[config.mk]
export PLATFORM = sky130hd
export DESIGN_NAME = score_ctrl
export DESIGN_NICKNAME = d
export VERILOG_FILES = /design/src/rtl/score_pkg.sv /design/src/rtl/bcd2_counter.sv /design/src/rtl/score_ctrl.sv
export SDC_FILE = /design/constraint.sdc
export NUM_CORES = 1
export LEC_CHECK = 0
export ABC_AREA = 1
export BUFFER_PORTS_ARGS = -buffer_cell sky130_fd_sc_hd__buf_2
export CORE_UTILIZATION = 50
export DETAILED_ROUTE_END_ITERATION = 6
export MAX_ROUTING_LAYER = met4
export PLACE_DENSITY = 0.74
export SLEW_MARGIN = 20
export SYNTH_ARGS = -nofsm -noshare
export SYNTH_HDL_FRONTEND = slang
export SYNTH_HIERARCHICAL = 1
export SYNTH_SLANG_ARGS = --single-unit
[constraint.sdc]
create_clock -name clk -period 2.4 [get_ports clk]
set_input_delay 0.12 -clock clk [delete_from_list [all_inputs] [get_ports clk]]
set_output_delay 0.12 -clock clk [all_outputs]
set_load 0.05 [all_outputs]
[src/rtl/score_pkg.sv]
// score_pkg: shared types and helpers for the score sequencer.
//   state_e  : game phase (IDLE/PLAY/DYING/OVER), 2-bit encoding visible on the state port
//   bcd2_t   : two-digit BCD value {tens, ones}
//   BCD_MAX  : saturation value 99
//   bcd_gt   : strict BCD greater-than, tens digit first
package score_pkg;

  typedef enum logic [1:0] {
    IDLE  = 2'd0,
    PLAY  = 2'd1,
    DYING = 2'd2,
    OVER  = 2'd3
  } state_e;

  typedef struct packed {
    logic [3:0] tens;
    logic [3:0] ones;
  } bcd2_t;

  localparam bcd2_t BCD_MAX = 8'h99;

  function automatic logic bcd_gt(input bcd2_t a, input bcd2_t b);
    return (a.tens > b.tens) || ((a.tens == b.tens) && (a.ones > b.ones));
  endfunction

endpackage

[src/rtl/bcd2_counter.sv]
// bcd2_counter: two-digit BCD up-counter with synchronous clear, saturating at 99.
//   clk, rstn  : clock, synchronous active-low reset (count -> 00)
//   clear      : force count to 00 (wins over inc)
//   inc        : add one; ignored at 99
//   count      : registered value
//   count_next : value the register takes at the next edge, used by frame latches
//                that must capture an increment landing in the same cycle
module bcd2_counter
  import score_pkg::*;
(
  input  logic  clk,
  input  logic  rstn,
  input  logic  clear,
  input  logic  inc,
  output bcd2_t count,
  output bcd2_t count_next
);

  bcd2_t count_q, count_d;

  always_comb begin
    count_d = count_q;
    if (clear) begin
      count_d = '0;
    end else if (inc && (count_q != BCD_MAX)) begin
      if (count_q.ones == 4'd9) begin
        count_d.ones = '0;
        count_d.tens = count_q.tens + 4'd1;
      end else begin
        count_d.ones = count_q.ones + 4'd1;
      end
    end
  end

  always_ff @(posedge clk) begin
    if (!rstn) count_q <= '0;
    else       count_q <= count_d;
  end

  assign count      = count_q;
  assign count_next = count_d;

endmodule

[src/rtl/score_ctrl.sv]
// score_ctrl: game-phase sequencer feeding the score and best-score number renderers.
//   clk, rstn        : clock, synchronous active-low reset
//   frame_start      : vblank pulse; renderer inputs only change on the cycle after it
//   game_start       : start/restart request (IDLE or OVER -> PLAY)
//   pipe_passed      : +1 to live score while in PLAY
//   bird_dead        : PLAY -> DYING
//   score_num0/1     : displayed live score digits (frame-latched)
//   score_enable     : score renderer enable (frame-latched, off in IDLE)
//   score_pos_x/y    : score sprite position (x frame-latched, slides right while DYING)
//   best_num0/1      : best score digits
//   best_enable      : best renderer enable (frame-latched, on in OVER)
//   best_pos_x       : fixed best sprite x
//   state            : current game phase
// Optional build macro SCORE_NEWBEST_BLINK_EN: in OVER after a new best, best_enable
// alternates on/off every 16 frames.
module score_ctrl
  import score_pkg::*;
#(
  parameter logic signed [15:0] PLAY_X     = 16'sd16,
  parameter logic signed [15:0] PLAY_Y     = 16'sd130,
  parameter logic signed [15:0] OVER_X     = 16'sd200,
  parameter logic signed [15:0] SLIDE_STEP = 16'sd8,
  parameter logic signed [15:0] BEST_X     = 16'sd260
) (
  input  logic               clk,
  input  logic               rstn,
  input  logic               frame_start,
  input  logic               game_start,
  input  logic               pipe_passed,
  input  logic               bird_dead,
  output logic [3:0]         score_num0,
  output logic [3:0]         score_num1,
  output logic               score_enable,
  output logic signed [15:0] score_pos_x,
  output logic signed [15:0] score_pos_y,
  output logic [3:0]         best_num0,
  output logic [3:0]         best_num1,
  output logic               best_enable,
  output logic signed [15:0] best_pos_x,
  output logic [1:0]         state
);

  state_e             state_q, state_d;
  logic signed [15:0] pos_q, pos_d, pos_slide;
  bcd2_t              best_q, best_d;
  bcd2_t              live, live_next;
  logic               live_clr, live_inc, enter_over, new_best;

  bcd2_t              disp_q, disp_d;
  logic signed [15:0] score_pos_x_q, score_pos_x_d;
  logic               score_enable_q, score_enable_d;
  logic               best_enable_q, best_enable_d;
  logic               blink_mask;

  bcd2_counter u_live (
    .clk        (clk),
    .rstn       (rstn),
    .clear      (live_clr),
    .inc        (live_inc),
    .count      (live),
    .count_next (live_next)
  );

  // Compare before adding so the slide cannot overflow near the clamp.
  assign pos_slide = (pos_q >= (OVER_X - SLIDE_STEP)) ? OVER_X : (pos_q + SLIDE_STEP);
  assign new_best  = bcd_gt(live, best_q);

  // Phase state machine and live position/best score.
  always_comb begin
    state_d    = state_q;
    pos_d      = pos_q;
    best_d     = best_q;
    live_clr   = 1'b0;
    live_inc   = 1'b0;
    enter_over = 1'b0;
    unique case (state_q)
      IDLE, OVER: begin
        if (game_start) begin
          state_d  = PLAY;
          pos_d    = PLAY_X;
          live_clr = 1'b1;
        end
      end
      PLAY: begin
        // An increment in the same cycle as bird_dead still counts.
        live_inc = pipe_passed;
        if (bird_dead) state_d = DYING;
      end
      DYING: begin
        if (frame_start) begin
          pos_d = pos_slide;
          if (pos_slide == OVER_X) begin
            state_d    = OVER;
            enter_over = 1'b1;
            if (new_best) best_d = live;
          end
        end
      end
      default: state_d = IDLE;
    endcase
  end

  // Frame latch samples next-state values so a transition coinciding with
  // frame_start is already reflected in what the renderers see.
  always_comb begin
    disp_d         = disp_q;
    score_pos_x_d  = score_pos_x_q;
    score_enable_d = score_enable_q;
    best_enable_d  = best_enable_q;
    if (frame_start) begin
      disp_d         = live_next;
      score_pos_x_d  = pos_d;
      score_enable_d = (state_d != IDLE);
      best_enable_d  = (state_d == OVER) && !blink_mask;
    end
  end

  always_ff @(posedge clk) begin
    if (!rstn) begin
      state_q        <= IDLE;
      pos_q          <= PLAY_X;
      best_q         <= '0;
      disp_q         <= '0;
      score_pos_x_q  <= PLAY_X;
      score_enable_q <= 1'b0;
      best_enable_q  <= 1'b0;
    end else begin
      state_q        <= state_d;
      pos_q          <= pos_d;
      best_q         <= best_d;
      disp_q         <= disp_d;
      score_pos_x_q  <= score_pos_x_d;
      score_enable_q <= score_enable_d;
      best_enable_q  <= best_enable_d;
    end
  end

`ifdef SCORE_NEWBEST_BLINK_EN
  logic       newbest_q, newbest_d;
  logic       blink_off_q, blink_off_d;
  logic [3:0] blink_cnt_q, blink_cnt_d;

  // The entry frame is frame 0; the off phase flips each time the 4-bit count wraps.
  always_comb begin
    newbest_d   = newbest_q;
    blink_off_d = blink_off_q;
    blink_cnt_d = blink_cnt_q;
    if (enter_over) begin
      newbest_d   = new_best;
      blink_off_d = 1'b0;
      blink_cnt_d = '0;
    end else if (state_q == OVER) begin
      if (state_d != OVER) begin
        newbest_d = 1'b0;
      end else if (frame_start) begin
        blink_cnt_d = blink_cnt_q + 4'd1;
        if (blink_cnt_q == 4'hf) blink_off_d = ~blink_off_q;
      end
    end
  end

  always_ff @(posedge clk) begin
    if (!rstn) begin
      newbest_q   <= 1'b0;
      blink_off_q <= 1'b0;
      blink_cnt_q <= '0;
    end else begin
      newbest_q   <= newbest_d;
      blink_off_q <= blink_off_d;
      blink_cnt_q <= blink_cnt_d;
    end
  end

  assign blink_mask = newbest_d & blink_off_d;
`else
  assign blink_mask = 1'b0;
`endif

  assign score_num0   = disp_q.ones;
  assign score_num1   = disp_q.tens;
  assign score_enable = score_enable_q;
  assign score_pos_x  = score_pos_x_q;
  assign score_pos_y  = PLAY_Y;
  assign best_num0    = best_q.ones;
  assign best_num1    = best_q.tens;
  assign best_enable  = best_enable_q;
  assign best_pos_x   = BEST_X;
  assign state        = state_q;

endmodule
==> results.toml, run 1 <==
[sta]
hold_violations = 0
rsz0062_at_grt = "false"
fmax_mhz = 487.2
final.setup_skew_ns = 0.009081
finalCritPeriodShare_pct = 85.52
setup_tns_ns = 0
relSlewSlack_pct = 63.85
fin_crit_ns = 2.052
slew_viol_final = 0
tightest_slew_ns = 0.5417
setup_viol = 0

[global_routing]
grt_pass1_wl_um = 12450
overflow = 0
grt_usage_pct = 22.88
grt_start_max_net_pins = 24
grt_pass1_vias = 2644
antenna_found_initial = 0

[floorplan]
ioPinCount = 74
fp-row-count = 29
core_area_um2 = 6422
die_y_um = 84.05
initial_core_util_pct = 52.41
die_w_um = 84.05
dieArea_um2 = 7064

[power]
leakagePower_nw = 1.726
p_int_mw = 1.565
power_mw = 2.334
clockPowerShare_pct = 39.8
p_switching_mw = 0.7691
p_sw_share_pct = 32.95
power_frac_comb_pct = 16.0
peakVddDrop_mv = 0.3839
power-per-cell-area_nw_per_um2 = 629.1
seqPwrFrac_pct = 44.2

[drt]
firstDrtPassIters = 7
wl_per_cell_um = 12.60
routed_wl_um = 7282
drc_errors = 14
drtIter0Drc = 230
ant_nets = 0
viasPerCell = 5.097
vias = 2946

[cts]
clock_latency_ns = 0.35
cts_htree_levels = 3
root_buffer = "clkbuf_8"
cts.repair.resized = 0
holdBufCountCts = 0
clk_pin_slew_ns = 0.07
clock-sinks = 60
cts_made_buffers = 9
cts_buffer_depth = 2
cts_setup_buffers = 0
cts_tree = "done"

[synthesis]
yosysTopAreaCellShare_pct = 35.69
ys_ff_latch = 60
ys_seq_area_share_pct = 35.69
synthTopCellsByArea = "dfxtp_1, nand2_1, buf_4"
synth_top_area_cell = "dfxtp_1"
synth_cells = 454
ys_types = 40
synth_area_um2 = 3366
synthesis.area_per_instance_um2 = 7.413
yosysWarnings = 6

[finish]
antenna_cells = 0
area_delta_synth_final_pct = 10.22
fillCellCount = 608
final_cell_mix = "nand2_1, dfxtp_1, inv_1, nor2_1"
drive_gt1_share_pct = 18.96
nets = 515
final_common_cell = "nand2_1"

[setup_path]
slowest_delay_ns = 0.37
cp-end-kind = "register"
worst-path-max-fanout = 10
cp-start-kind = "register"
crit_buf_inv = 3
critPathRequiredTime_ns = 2.62
critPathKind = "reg2reg"
r2r-end = "score_pos_x[8]"
cpMaxStageDelayCell = "dfxtp_1"
ff2ff_path_depth = 8
r2r_start = "state[0]"
cp_top_family = "buffers and inverters"
cp.arrival_ns = 2.27
r2r_setup_slack_ns = 0.35
crit_path_cell_trace = "inv_1 -> ha_1 -> inv_1 -> nor2_1 -> nor2_1 -> clkinv_1 -> a22oi_1 -> o21ai_0"

[placed_design]
numPortBuffers = 41
dp_hpwl_um = 5245
place_congestion = 0.9273

[worst_hold_path]
hold_path_class = "in2reg"
whs_path_depth = 2
hold_end = "pos_q[4]"
worstHoldStart = "rstn"

[status]
violations = "design-rule violations"
status = "finished with violations"

[run]
maxCapViolCount = 0
[sequential cells by signal, indices dropped and copies added (netlist names)]
register and count:
pos_q 16, score_pos_x 16, u_live/count 8, best_num0 4, best_num1 4, score_num0 4
score_num1 4, state 2, best_enable 1, score_enable 1
[metal layers]
layer / wire [µm] / vias up / global-route usage, % / part of all wire, %
met5: 0 / - / - / 0
met4: 133 / 0 / 9.091 / 1.8
met3: 307 / 14 / 5.143 / 4.2
met2: 3302 / 80 / 34.95 / 45
met1: 3539 / 1343 / 29.37 / 49
li1: - / 1509 / - / -
[logic make-up (layout without fill, tap and decap cells)]
family	after synthesis	count (layout)	share of synthesized area, %
AOI/OAI and AO/OA	93	93	16.25
xor gates and xnor gates	5	5	1.301
adders and majority gates	13	13	4.833
buffers and inverters	101	118	15.39
DFF	60	60	35.69
other	2	32	0.2231
and+or+nand+nor	180	180	26.32
[cell type report]
cell class	instances	area, µm²	area share, %
sequential	60	1201	32.38
tap	77	96.34	2.597
clock buffer	9	123.9	3.339
clock inverter	7	76.32	2.057
timing repair buffer	46	242.7	6.543
inverter	56	210.2	5.666
multi-input combinational	323	1759	47.42
[power groups by stage]
stage	clock network [mW]	logic [mW]	registers, mW
after floorplan	0	0.305	1.09
after global placement	0	0.370	1.05
after detailed placement	0	0.372	1.05
after CTS	0.947	0.372	1.03
after global routing	0.992	0.407	1.03
final	0.929	0.373	1.03
[cells in the mapped netlist (all sizes together)]
| cell | number |
|---|---|
| xnor2 | 2 |
| nand3b | 6 |
| a22oi | 5 |
| a31oi | 2 |
| nand4 | 3 |
| conb | 2 |
| a22o | 10 |
| ha | 13 |
| o21bai | 1 |
| dfxtp | 60 |
| buf | 35 |
| nor4 | 3 |
| o211ai | 1 |
| nand3 | 20 |
| a21oi | 24 |
| inv | 55 |
| nor3 | 11 |
| a211oi | 5 |
| xor2 | 3 |
| o21a | 1 |
| clkinv | 1 |
| o21ai | 43 |
| nor2 | 51 |
| o211a | 1 |
| nand2 | 86 |
| clkbuf | 10 |
[worst max path at each step]
stage | startpoint | endpoint | cells past startpoint
floorplan | best_num0[3] | best_num0[0] | 11
global placement | state[0] | score_pos_x[13] | 8
detailed placement | state[0] | score_pos_x[8] | 8
CTS | state[0] | score_pos_x[8] | 8
global route | state[0] | score_pos_x[13] | 8
finish | state[0] | score_pos_x[8] | 8
[stage by stage]
| stage | hold WS (ns) | std cells | setup slack [ns] | util (%) | instance area (µm²) |
|---|---|---|---|---|---|
| 6_report | 0.1698 | 578 | 0.3476 | 57.76 | 3710 |
| 4_1_cts | 0.1571 | 578 | 0.3483 | 57.76 | 3710 |
| 3_3_place_gp | 0.4361 | 562 | 0.4515 | 54.65 | 3510 |
| 5_1_grt | 0.1650 | 578 | 0.09123 | 57.76 | 3710 |
| 3_5_place_dp | 0.4442 | 562 | 0.3350 | 54.65 | 3510 |
| 2_1_floorplan | 0.3286 | 484 | 0.2377 | - | 3478 |
Note: power is estimated with default switching activity, not from simulation.
==> run 2: changes to the inputs <==
--- a/config.mk
+++ b/config.mk
@@ -6,7 +6,7 @@
 export NUM_CORES = 1
 export LEC_CHECK = 0
 export ABC_AREA = 1
-export BUFFER_PORTS_ARGS = -buffer_cell sky130_fd_sc_hd__buf_2
+export BUFFER_PORTS_ARGS = -buffer_cell sky130_fd_sc_hd__clkbuf_2
 export CORE_UTILIZATION = 50
 export DETAILED_ROUTE_END_ITERATION = 6
 export MAX_ROUTING_LAYER = met4
==> constraint.sdc (replaced) <==
create_clock -name clk -period 2.2 [get_ports clk]
set_input_delay 0.11 -clock clk [delete_from_list [all_inputs] [get_ports clk]]
set_output_delay 0.11 -clock clk [all_outputs]
set_load 0.05 [all_outputs]
==> results.toml, run 2 (synthesized netlist as in run 1, its figures left out) <==
[cts]
root_buffer = "clkbuf_8"
clock-sinks = 60
holdBufCountCts = 0
clock_latency_ns = 0.35
cts_buffer_depth = 2
clk_pin_slew_ns = 0.07
cts_tree = "done"
cts_made_buffers = 9
cts_htree_levels = 3

[setup_path]
cp-end-kind = "register"
critPathRequiredTime_ns = 2.45
r2r_start = "pos_q[4]"
critPathLaunch = "pos_q[4]"
cp.arrival_ns = 2.23
cp-start-kind = "register"
critPathKind = "reg2reg"
worst-path-max-fanout = 16

[power]
p_int_mw = 1.737
p_sw_share_pct = 31.49
p_switching_mw = 0.7986
peakVddDrop_mv = 0.4213
seqPwrFrac_pct = 44.5
power_frac_comb_pct = 16.4
leakagePower_nw = 1.737
clockPowerShare_pct = 39.1
power-per-cell-area_nw_per_um2 = 674.2
power_mw = 2.536

[finish]
ff_latch_area_um2 = 1201
fillCellCount = 609
area_delta_synth_final_pct = 11.75
nets = 521
antenna_cells = 0
drive_gt1_share_pct = 19.72
stdcell_count = 584
multi_input_area_um2 = 1759
final_cell_mix = "nand2_1, dfxtp_1, inv_1, nor2_1"
final_common_cell = "nand2_1"

[run]
maxCapViolCount = 0

[floorplan]
fp-row-count = 29
ioPinCount = 74
core_area_um2 = 6422
die_w_um = 84.05
dieArea_um2 = 7064
initial_core_util_pct = 52.41
die_y_um = 84.05

[placed_design]
place_congestion = 0.8944
dp_cells = 568
numPortBuffers = 41
dp_hpwl_um = 5545

[drt]
ant_nets = 0
wl_per_cell_um = 12.98
drc_errors = 14
routed_wl_um = 7581
firstDrtPassIters = 7
drtIter0Drc = 207
vias = 3005
viasPerCell = 5.146

[sta]
whs_ns = 0.1781
fin_crit_ns = 1.981
finalCritPeriodShare_pct = 90.05
setup_viol = 0
hold_violations = 0
rsz0062_at_grt = "false"
fmax_mhz = 504.8
final.setup_skew_ns = 0.01042
slew_viol_final = 0
setup_tns_ns = 0

[global_routing]
met3_usage_pct = 6.627
grt_pass1_vias = 2807
grt.busiest_layer = "met2"
grt_pass1_wl_um = 12850
overflow = 0
grt_start_max_net_pins = 20
grt_usage_pct = 23.70
grt_use_met2_pct = 36.96
antenna_found_initial = 0
met1_usage_pct = 28.53

[worst_hold_path]
worstHoldStart = "game_start"
hold_path_class = "in2reg"

[status]
status = "finished with violations"
violations = "design-rule violations"
==> run 2: cell count changes in the layout (fill, tap and decap cells not counted), sizes merged <==
cell,previous run,this run
clkinv,4,3
clkinvlp,2,0
clkbuf,9,53
buf,46,11
==> run 2: worst max-delay path, stage by stage, from the launching register on <==
cell     delay (ns)
dfxtp_1        0.42
ha_1           0.22
nand3_1        0.16
nor3_2         0.21
nand3_1        0.12
nand2_2        0.11
nand2_2        0.09
nor3_4         0.17
buf_12         0.17
nand3_1        0.09
nand2_1        0.07
nor2_1         0.04
==> run 2: worst paths after layout <==
path                          end  cells after the start  slack (ns)
setup / recovery     best_num0[0]                     11        0.22
hold / removal    u_live/count[2]                      4        0.18
setup reg to reg     best_num0[0]                     11        0.22
hold reg to reg   score_pos_x[14]                      2        0.46
==> run 2: layer usage <==
metal / share of wire, % / vias up
met2: 45 / 95
met3: 5.6 / 23
met5: 0 / -
li1: - / 1518
met4: 2.7 / 0
met1: 46 / 1369
==> run 2: what timing repair did <==
action                                  in CTS  in global routing
setup buffers                                0                  0
resized for setup                            0                  1
endpoints found under the hold margin        0                  0
endpoints found under the setup margin       0                 19
==> run 2: area by class of cell <==
type                            count  area share [%]
Inverter                           56           5.589
Clock buffer                       12           3.859
Multi-Input combinational cell    323           46.77
Tap cell                           77           2.562
Timing Repair Buffer               52           7.984
Sequential cell                    60           31.94
Clock inverter                      4           1.297
==> run 2: stage by stage <==
stage               setup slack, ns  util, %  instance area (µm²)
global placement             0.2558    55.54                 3567
CTS                          0.1229    58.56                 3761
finish                       0.2189    58.56                 3761
floorplan                   0.03773        -                 3478
global route                0.07781    58.56                 3761
detailed placement           0.1228    55.54                 3567
==> run 2: power groups by stage <==
| stage | combinational (mW) | clock, mW | sequential, mW |
|---|---|---|---|
| after floorplan | 0.333 | 0 | 1.19 |
| after global placement | 0.410 | 0 | 1.15 |
| after detailed placement | 0.411 | 0 | 1.15 |
| after CTS | 0.414 | 1.01 | 1.13 |
| after global routing | 0.454 | 1.06 | 1.13 |
| final | 0.416 | 0.992 | 1.13 |
==> run 3: changes to the inputs <==
--- a/config.mk
+++ b/config.mk
@@ -7,6 +7,7 @@
 export LEC_CHECK = 0
 export ABC_AREA = 1
 export BUFFER_PORTS_ARGS = -buffer_cell sky130_fd_sc_hd__clkbuf_2
+export CORE_ASPECT_RATIO = 1.2
 export CORE_UTILIZATION = 50
 export DETAILED_ROUTE_END_ITERATION = 6
 export MAX_ROUTING_LAYER = met4
==> results.toml, run 3 (synthesized netlist as in run 1, its figures left out) <==
[finish]
fillCellCount = 610
final_common_cell = "nand2_1"
final_cell_mix = "nand2_1, dfxtp_1, inv_1, nor2_1"
area_delta_synth_final_pct = 12.01
antenna_cells = 0
nets = 517
drive_gt1_share_pct = 19.52

[setup_path]
cp.arrival_ns = 2.15
critPathRequiredTime_ns = 2.44
worst-path-max-fanout = 16
crit_path_cell_trace = "ha_1 -> nand3_2 -> nor3_4 -> nand3_1 -> nand2_2 -> nand2_2 -> nor3_4 -> buf_4 -> nand3b_1 -> nand2_1 -> nor2_1"
cpMaxStageDelayCell = "dfxtp_1"
slowest_delay_ns = 0.41
cp-start-kind = "register"
cp-end-kind = "register"
crit_buf_inv = 1
critPathKind = "reg2reg"
cp_top_family = "simple AND/OR/NAND/NOR gates"

[drt]
ant_nets = 0
drtIter0Drc = 142
routed_wl_um = 7417
wl_per_cell_um = 12.64
drc_errors = 0
firstDrtPassIters = 4
vias = 2951
viasPerCell = 5.027

[power]
p_switching_mw = 0.7919
power_frac_comb_pct = 15.5
power_mw = 2.665
peakVddDrop_mv = 0.4672
leakagePower_nw = 1.741
power-per-cell-area_nw_per_um2 = 707.0
p_int_mw = 1.873
clockPowerShare_pct = 42.2
seqPwrFrac_pct = 42.2
p_sw_share_pct = 29.71

[floorplan]
ioPinCount = 74
dieArea_um2 = 7065
fp-row-count = 32
die_y_um = 91.88
core_area_um2 = 6446
die_w_um = 76.90
initial_core_util_pct = 52.21

[sta]
setup_viol = 0
fmax_mhz = 523.7
fin_crit_ns = 1.909
hold_violations = 0
slew_viol_final = 0
setup_tns_ns = 0
rsz0062_at_grt = "false"
finalCritPeriodShare_pct = 86.79
final.setup_skew_ns = 0.009804

[run]
maxCapViolCount = 0

[cts]
cts_buffer_depth = 2
cts_made_buffers = 9
cts_htree_levels = 3
clock_latency_ns = 0.34
root_buffer = "clkbuf_8"
clk_pin_slew_ns = 0.07
cts_tree = "done"
clock-sinks = 60

[worst_hold_path]
hold_path_class = "in2reg"

[global_routing]
grt_pass1_wl_um = 12430
overflow = 0
grt_start_max_net_pins = 21
grt_pass1_vias = 2775
grt_usage_pct = 22.77
antenna_found_initial = 0

[placed_design]
place_congestion = 0.9274
numPortBuffers = 41
dp_hpwl_um = 5399

[status]
status = "finished clean"
[run 3: repair_timing]
| item | CTS | global route |
|---|---|---|
| hold buffers | 0 | 0 |
| setup endpoints to repair | 0 | 9 |
| buffers inserted | 0 | 0 |
| gates resized for setup | 0 | 3 |
[run 3: power by group through the flow]
stage | combinational [mW] | sequential (mW) | clock (mW)
after detailed placement | 0.410 | 1.15 | 0
after global placement | 0.404 | 1.15 | 0
final | 0.414 | 1.13 | 1.13
after CTS | 0.412 | 1.13 | 1.14
after floorplan | 0.333 | 1.19 | 0
after global routing | 0.448 | 1.13 | 1.20
[run 3: cell type report]
type | count | area [µm²] | share of cell area, %
Multi-Input combinational cell | 323 | 1770 | 46.96
Inverter | 56 | 210.2 | 5.576
Clock inverter | 4 | 72.57 | 1.925
Timing Repair Buffer | 48 | 257.7 | 6.837
Tap cell | 85 | 106.4 | 2.821
Clock buffer | 11 | 151.4 | 4.016
Sequential cell | 60 | 1201 | 31.86
[run 3: stage by stage]
stage	util [%]	instances	setup slack (ns)	hold WS [ns]	area (µm²)
after floorplan	-	484	0.03773	0.3186	3478
after global placement	54.83	572	0.2778	0.4403	3535
after detailed placement	54.83	572	0.1673	0.4543	3535
after CTS	58.31	587	0.1313	0.1643	3759
after global routing	58.48	587	0.03786	0.1958	3770
final	58.48	587	0.2906	0.1759	3770
[run 3: routing by layer]
metal  track usage, %  vias to the layer above  part of all wire, %
met5                -                        -                    0
met4            9.295                        0                  1.6
met3            5.075                       12                  3.6
met2            38.10                       53                   51
met1            26.22                     1374                   43
li1                 -                     1512                    -
[run 3: path summary, 6_finish.rpt]
| kind | start | to | slack, ns | depth (start not counted) |
|---|---|---|---|---|
| setup / recovery | pos_q[3] | best_num0[2] | 0.29 | 11 |
| hold / removal | game_start | u_live/count[2] | 0.18 | 4 |
| setup reg to reg | pos_q[3] | best_num0[2] | 0.29 | 11 |
| hold reg to reg | score_pos_x[1] | score_pos_x[1] | 0.46 | 2 |
[run 3: worst register-to-register path, stage by stage, from the launching register on]
cell	delay, ns
dfxtp_1	0.41
ha_1	0.24
nand3_2	0.14
nor3_4	0.20
nand3_1	0.11
nand2_2	0.09
nand2_2	0.08
nor3_4	0.11
buf_4	0.22
nand3b_1	0.10
nand2_1	0.07
nor2_1	0.04
